File: src/rtl/freq_sweep_scheduler.sv
// Steps a programmable divider through a table of rate codes, holding each for a dwell of lf_clock edges.
// Optional sticky interrupt on sweep completion or abort: define FSWEEP_IRQ_EN.
module freq_sweep_scheduler #(
   parameter  int DEPTH          = 8,
   parameter  int DWELL_W        = 8,
   parameter  int PRELOAD_CYCLES = 2,
   localparam int AW             = $clog2(DEPTH)
) (
   input  logic               clock,
   input  logic               reset,
   input  logic               wr_en,
   input  logic [AW-1:0]      wr_addr,
   input  logic [3:0]         wr_code,
   input  logic [DWELL_W-1:0] wr_dwell,
   input  logic               start,
   input  logic               stop,
   input  logic               loop,
   input  logic [AW-1:0]      last_idx,
   input  logic               lf_clock,
`ifdef FSWEEP_IRQ_EN
   output logic               irq,
   input  logic               irq_clr,
`endif
   output logic [3:0]         sel_par_in,
   output logic               sel_load,
   output logic               busy,
   output logic [AW-1:0]      cur_idx,
   output logic               step_pulse,
   output logic               done
);

   localparam int PW = (PRELOAD_CYCLES < 2) ? 1 : $clog2(PRELOAD_CYCLES);

   typedef enum logic [1:0] {IDLE, LOAD, RUN, FIN} state_t;

   state_t               state_q, state_d;
   logic [3:0]           code_q  [DEPTH];
   logic [DWELL_W-1:0]   dwell_q [DEPTH];
   logic                 lf_q;
   logic [DWELL_W-1:0]   cnt_q, cnt_d;
   logic [PW-1:0]        lcnt_q, lcnt_d;
   logic [AW-1:0]        idx_q, idx_d;
   logic [AW-1:0]        last_q, last_d;
   logic                 loop_q, loop_d;
   logic [3:0]           par_q, par_d;
   logic                 lf_edge;
   logic [DWELL_W-1:0]   dwell_cur;
   logic [DWELL_W-1:0]   dwell_m1;

   assign lf_edge   = lf_clock & ~lf_q;
   assign dwell_cur = dwell_q[idx_q];
   // Dwell of 0 completes on the first edge, same as dwell 1.
   assign dwell_m1  = (dwell_cur == '0) ? '0 : dwell_cur - DWELL_W'(1);
   assign busy      = (state_q == LOAD) || (state_q == RUN);
   assign cur_idx   = idx_q;

   always_ff @(posedge clock) begin
      if (reset) begin
         for (int unsigned i = 0; i < DEPTH; i++) begin
            code_q[i]  <= '0;
            dwell_q[i] <= '0;
         end
      end else if (wr_en && !busy) begin
         code_q[wr_addr]  <= wr_code;
         dwell_q[wr_addr] <= wr_dwell;
      end
   end

   always_ff @(posedge clock) begin
      if (reset) begin
         state_q <= IDLE;
         lf_q    <= 1'b0;
         cnt_q   <= '0;
         lcnt_q  <= '0;
         idx_q   <= '0;
         last_q  <= '0;
         loop_q  <= 1'b0;
         par_q   <= '0;
      end else begin
         state_q <= state_d;
         lf_q    <= lf_clock;
         cnt_q   <= cnt_d;
         lcnt_q  <= lcnt_d;
         idx_q   <= idx_d;
         last_q  <= last_d;
         loop_q  <= loop_d;
         par_q   <= par_d;
      end
   end

   always_comb begin
      state_d    = state_q;
      cnt_d      = cnt_q;
      lcnt_d     = lcnt_q;
      idx_d      = idx_q;
      last_d     = last_q;
      loop_d     = loop_q;
      par_d      = par_q;
      sel_par_in = par_q;
      sel_load   = 1'b0;
      step_pulse = 1'b0;
      done       = 1'b0;
      unique case (state_q)
         IDLE: begin
            if (start && !stop) begin
               loop_d  = loop;
               last_d  = last_idx;
               idx_d   = '0;
               lcnt_d  = '0;
               state_d = LOAD;
            end
         end
         LOAD: begin
            sel_par_in = code_q[idx_q];
            par_d      = code_q[idx_q];
            if (stop) begin
               state_d = IDLE;
            end else if (lcnt_q == PW'(PRELOAD_CYCLES - 1)) begin
               cnt_d   = '0;
               state_d = RUN;
            end else begin
               lcnt_d = lcnt_q + PW'(1);
            end
         end
         RUN: begin
            sel_load = 1'b1;
            if (stop) begin
               state_d = IDLE;
            end else if (lf_edge) begin
               if (cnt_q == dwell_m1) begin
                  step_pulse = 1'b1;
                  lcnt_d     = '0;
                  if (idx_q != last_q) begin
                     idx_d   = idx_q + AW'(1);
                     state_d = LOAD;
                  end else if (loop_q) begin
                     idx_d   = '0;
                     state_d = LOAD;
                  end else begin
                     state_d = FIN;
                  end
               end else begin
                  cnt_d = cnt_q + DWELL_W'(1);
               end
            end
         end
         FIN: begin
            done    = 1'b1;
            state_d = IDLE;
         end
         default: state_d = IDLE;
      endcase
   end

`ifdef FSWEEP_IRQ_EN
   logic irq_q;
   logic irq_set;

   assign irq_set = (state_q == FIN) || (stop && busy);
   assign irq     = irq_q;

   always_ff @(posedge clock) begin
      if (reset) begin
         irq_q <= 1'b0;
      end else if (irq_set) begin
         irq_q <= 1'b1;
      end else if (irq_clr) begin
         irq_q <= 1'b0;
      end
   end
`endif

endmodule

File: config.mk
export PLATFORM = sky130hd
export DESIGN_NAME = freq_sweep_scheduler
export DESIGN_NICKNAME = d
export VERILOG_FILES = /design/src/rtl/freq_sweep_scheduler.sv
export SDC_FILE = /design/constraint.sdc
export NUM_CORES = 1
export LEC_CHECK = 0
export BUFFER_PORTS_ARGS = -buffer_cell sky130_fd_sc_hd__buf_4
export CORE_MARGIN = 1.5
export CORE_UTILIZATION = 45
export CTS_CLUSTER_DIAMETER = 200
export DETAILED_ROUTE_END_ITERATION = 8
export PLACE_DENSITY = 0.66
export SETUP_SLACK_MARGIN = 0.1
export SYNTH_ARGS = -nofsm -noshare
export SYNTH_HDL_FRONTEND = slang
export SYNTH_SLANG_ARGS = --single-unit
File: constraint.sdc
create_clock -name clock -period 3.87 [get_ports clock]
set_clock_uncertainty 0.2 [all_clocks]
set_input_delay 0.774 -clock clock [delete_from_list [all_inputs] [get_ports clock]]
set_output_delay 0.774 -clock clock [all_outputs]
set_load 0.05 [all_outputs]
==> results.md <==
* CP endpoint kind: output pin
* Net load switching power at between 0.8 and 0.9 mW
* Comb power frac at 0.093
* Nature of the critical path startpoint: flip-flop
* Net Sw Frac at 0.2301
* Post-Syn Area at roughly 6000 um2
* Synth Flop Type: edfxtp_1
* Post-DRT Antenna Nets at 0
* CP max stage cell: or3b_4
* Max stage delay on crit path at approximately 380 ps
* GR Util All Layers at 0.2148
* CTS Buf Count at 17
* Final Hold Vio Count at 0
* Period utilization at 1.056
* Diode count at 0
* Starting DRC count in detailed routing at 313
* Synth top area share at 0.4691
* Longest Clk Path Bufs at 2
* Clk network pwr share at 0.489
* Setup ws final at -215.5 ps
* Largest net degree at the start of global routing at 19
* Drt first pass iters at 4
* Asr flop ratio synth at 0
* Unrepaired setup endpoints after global routing: yes
* VDD IR-drop max at around 0.00042 V
* Fmax at about 240 MHz
* Sinks on Clock Net at 122
* Tot Pwr at about 3.6 mW
* Reg2reg end: cur_idx[2]$_SDFFE_PP0P_
* Crit path arrival time at between 3000 and 4000 ps
* Slew Limit Headroom at 0.5939
* Max cap viols at 0
* Clock transition at path regs at approximately 60 ps
* Layout cells sized above 1 at 0.2784
* Core Area at approximately 13000 um2
* Final HPWL DP at between 9 and 10 mm
* FF-to-FF path depth at 14
* WL final at around 14 mm
* Hold Path Class: reg -> reg
* First-pass GRT wire length at about 23 mm
* # hold bufs at CTS at 0
* Routed WL per cell at 19.56 um
* Skew-Pair Late Insertion Delay at approximately 420 ps
* Vias per inst at 5.516
* DRC Markers at 0
* Via count at roughly 4100
* Cell Chain, Critical Path: buf_6 > buf_16 > buf_6 > mux2i_1 > a22o_4 > o21a_4 > a311o_1 > or3b_4 > a21oi_4 > nand4_4 > nor2_4 > buf_6
* Initial antenna violation count at 0
* Filler cell count in the final layout at around 1100
* Top Ports at 36
* Die W at between 100 and 150 um
* Commonest non-fill, non-tap cell in the layout: and2_1
* Nets at ~580
* P_int at around 2.7 mW
* Flop2flop setup slack at approximately 70 ps
* GR Overflow Total at 0
* TritonCTS clock tree: built
* Slew Viols, Final at 0
* Leading area contributor after synthesis: edfxtp_1
* Library cells used by synthesis at just over 60
* Synth-to-Final Area Change at 25.08%
* EDFF count, synth at 96
* Worst Setup EP: step_pulse
* Post-Synthesis Cells at about 470
* Kind of critical path: reg -> out
* Seq/Total Area, Yosys at 0.5537
* Tmin final at 4086 ps
* Status: finished, violations left
* CTS root buf: clkbuf_16
* Die area at about 14000 um2
* Pwr dens at 462.3 nW/um2
* CP Max Fanout at 6
* Initial Util at 0.4623
* Flop pwr share at 0.419
* Synthesized area per cell at ~13 um2
* Vias in the first global route at between 4000 and 5000
* Leakage power at 2.899 nW
* Final hold slack at roughly 330 ps
* I/O Buffers at 35
* Area contributors post-synth: edfxtp_1, and2_1, mux4_1, dfxtp_1, mux2i_1
* Ys Warns at 0
* Slew @ Worst Pin at between 600 and 700 ps
* Failing checks: negative setup slack
* Synthesized Nets at 506
* Final core occ at 0.5782
* H-tree levels at 4
* Std-Cell Rows at between 40 and 50
* # setup viols final at 1
* Most common cell on crit path: buf_6
* Commonest non-fill, non-tap cells in the layout: and2_1, edfxtp_1, buf_4, nor2_1, dfxtp_1
* Die H at 119.9 um
* Synthesized flop and latch total at between 100 and 150
* Critical path required time at 2900 ps
* Routability Congestion at slightly below 0.9
per-layer routing:
| metal | vias to the layer above | routed length [um] | part of all wire | GRT usage |
|---|---|---|---|---|
| li1 | 1917 | - | - | - |
| met1 | 2050 | 5979 | 0.41 | 0.2596 |
| met2 | 96 | 7438 | 0.51 | 0.3725 |
| met3 | 19 | 820 | 0.057 | 0.05418 |
| met4 | 0 | 238 | 0.016 | 0.07813 |
| met5 | - | 0 | 0 | 0 |
Yosys cell counts, drive strengths merged (6+ instances only):
library cell and n:
edfxtp 96, mux2i 18, inv 11, dfxtp 26, xnor2 6, mux4 22
ha 7, or3 7, o211ai 6, buf 9, nor3 8, nand2 11
a21oi 16, clkbuf 14, and2 102, o21ai 23, nor2 28
through the flow:
step                      setup slack (ps)  instance area (um2)  std cells  TNS (ps)
after global placement               26.60                 6783        695         0
after global routing                -323.0                 7687        740    -456.3
after detailed placement            -66.24                 6783        695    -66.24
after CTS                           -279.7                 7630        739    -279.7
final                               -215.5                 7687        740    -215.5
after floorplan                      111.8                 6171        474         0
cell families (layout without fill, tap and decap cells):
kind of cell,count (synthesis),count (layout),synth area share
flip-flops,122,122,0.5537
adder cells (fa/ha/maj),7,7,0.01425
buffers and inverters,34,124,0.03013
multiplexers,45,45,0.1352
XOR/XNOR,9,9,0.01283
AND/OR/NAND/NOR,189,189,0.1804
AO/OA/AOI/OAI,68,68,0.07350
timing repair:
item | 4_1_cts | 5_1_grt
setup endpoints to repair | 7 | 17
pin swaps | 12 | 11
buffers inserted | 10 | 1
gates cloned | 2 | 0
hold endpoints to repair | 0 | 0
resized for setup | 32 | 16
area by class of cell:
| type | count | area, um2 | share of cell area |
|---|---|---|---|
| Sequential cell | 122 | 3408 | 0.4434 |
| Multi-Input combinational cell | 318 | 2686 | 0.3494 |
| Timing Repair Buffer | 81 | 688.2 | 0.08952 |
| Clock buffer | 17 | 425.4 | 0.05534 |
| Tap cell | 176 | 220.2 | 0.02865 |
| Clock inverter | 15 | 217.7 | 0.02832 |
| Inverter | 11 | 41.29 | 0.005371 |
worst max-delay path, delay by kind of cell (launching register included):
kind,cells,cell delay [ps]
buffers and inverters,4,550
and+or+nand+nor,3,630
AOI/OAI and AO/OA,4,990
muxes,1,140
DFF,1,370
power by group through the flow:
stage                     registers [mW]  clock network [mW]  logic, mW
after global placement              1.51                   0      0.304
after CTS                           1.49                1.75      0.327
after detailed placement            1.51                   0      0.311
after floorplan                     1.51                   0      0.197
final                               1.49                1.74      0.330
after global routing                1.49                1.81      0.355
sequential cells by signal, summed over array words and instances, names as in the netlist, named ones only:
name	flops
dwell_q	64
code_q	32
cnt_q	8
par_q	4
cur_idx	3
last_q	3
state_q	2
lcnt_q	1
lf_q	1
loop_q	1
how the worst min path moves through the flow:
stage,startpoint,end,slack (ps),depth (start not counted)
finish,last_q[1]$_SDFFE_PP0P_,last_q[1]$_SDFFE_PP0P_,330,2
floorplan,cnt_q[7]$_SDFFE_PP0P_,cnt_q[7]$_SDFFE_PP0P_,270,2
detailed placement,cnt_q[2]$_SDFFE_PP0P_,cnt_q[2]$_SDFFE_PP0P_,320,2
global placement,cnt_q[7]$_SDFFE_PP0P_,cnt_q[7]$_SDFFE_PP0P_,310,2
CTS,last_q[1]$_SDFFE_PP0P_,last_q[1]$_SDFFE_PP0P_,330,2
global route,cnt_q[7]$_SDFFE_PP0P_,cnt_q[7]$_SDFFE_PP0P_,360,2
No activity file was read; power rests on OpenSTA's default activity.
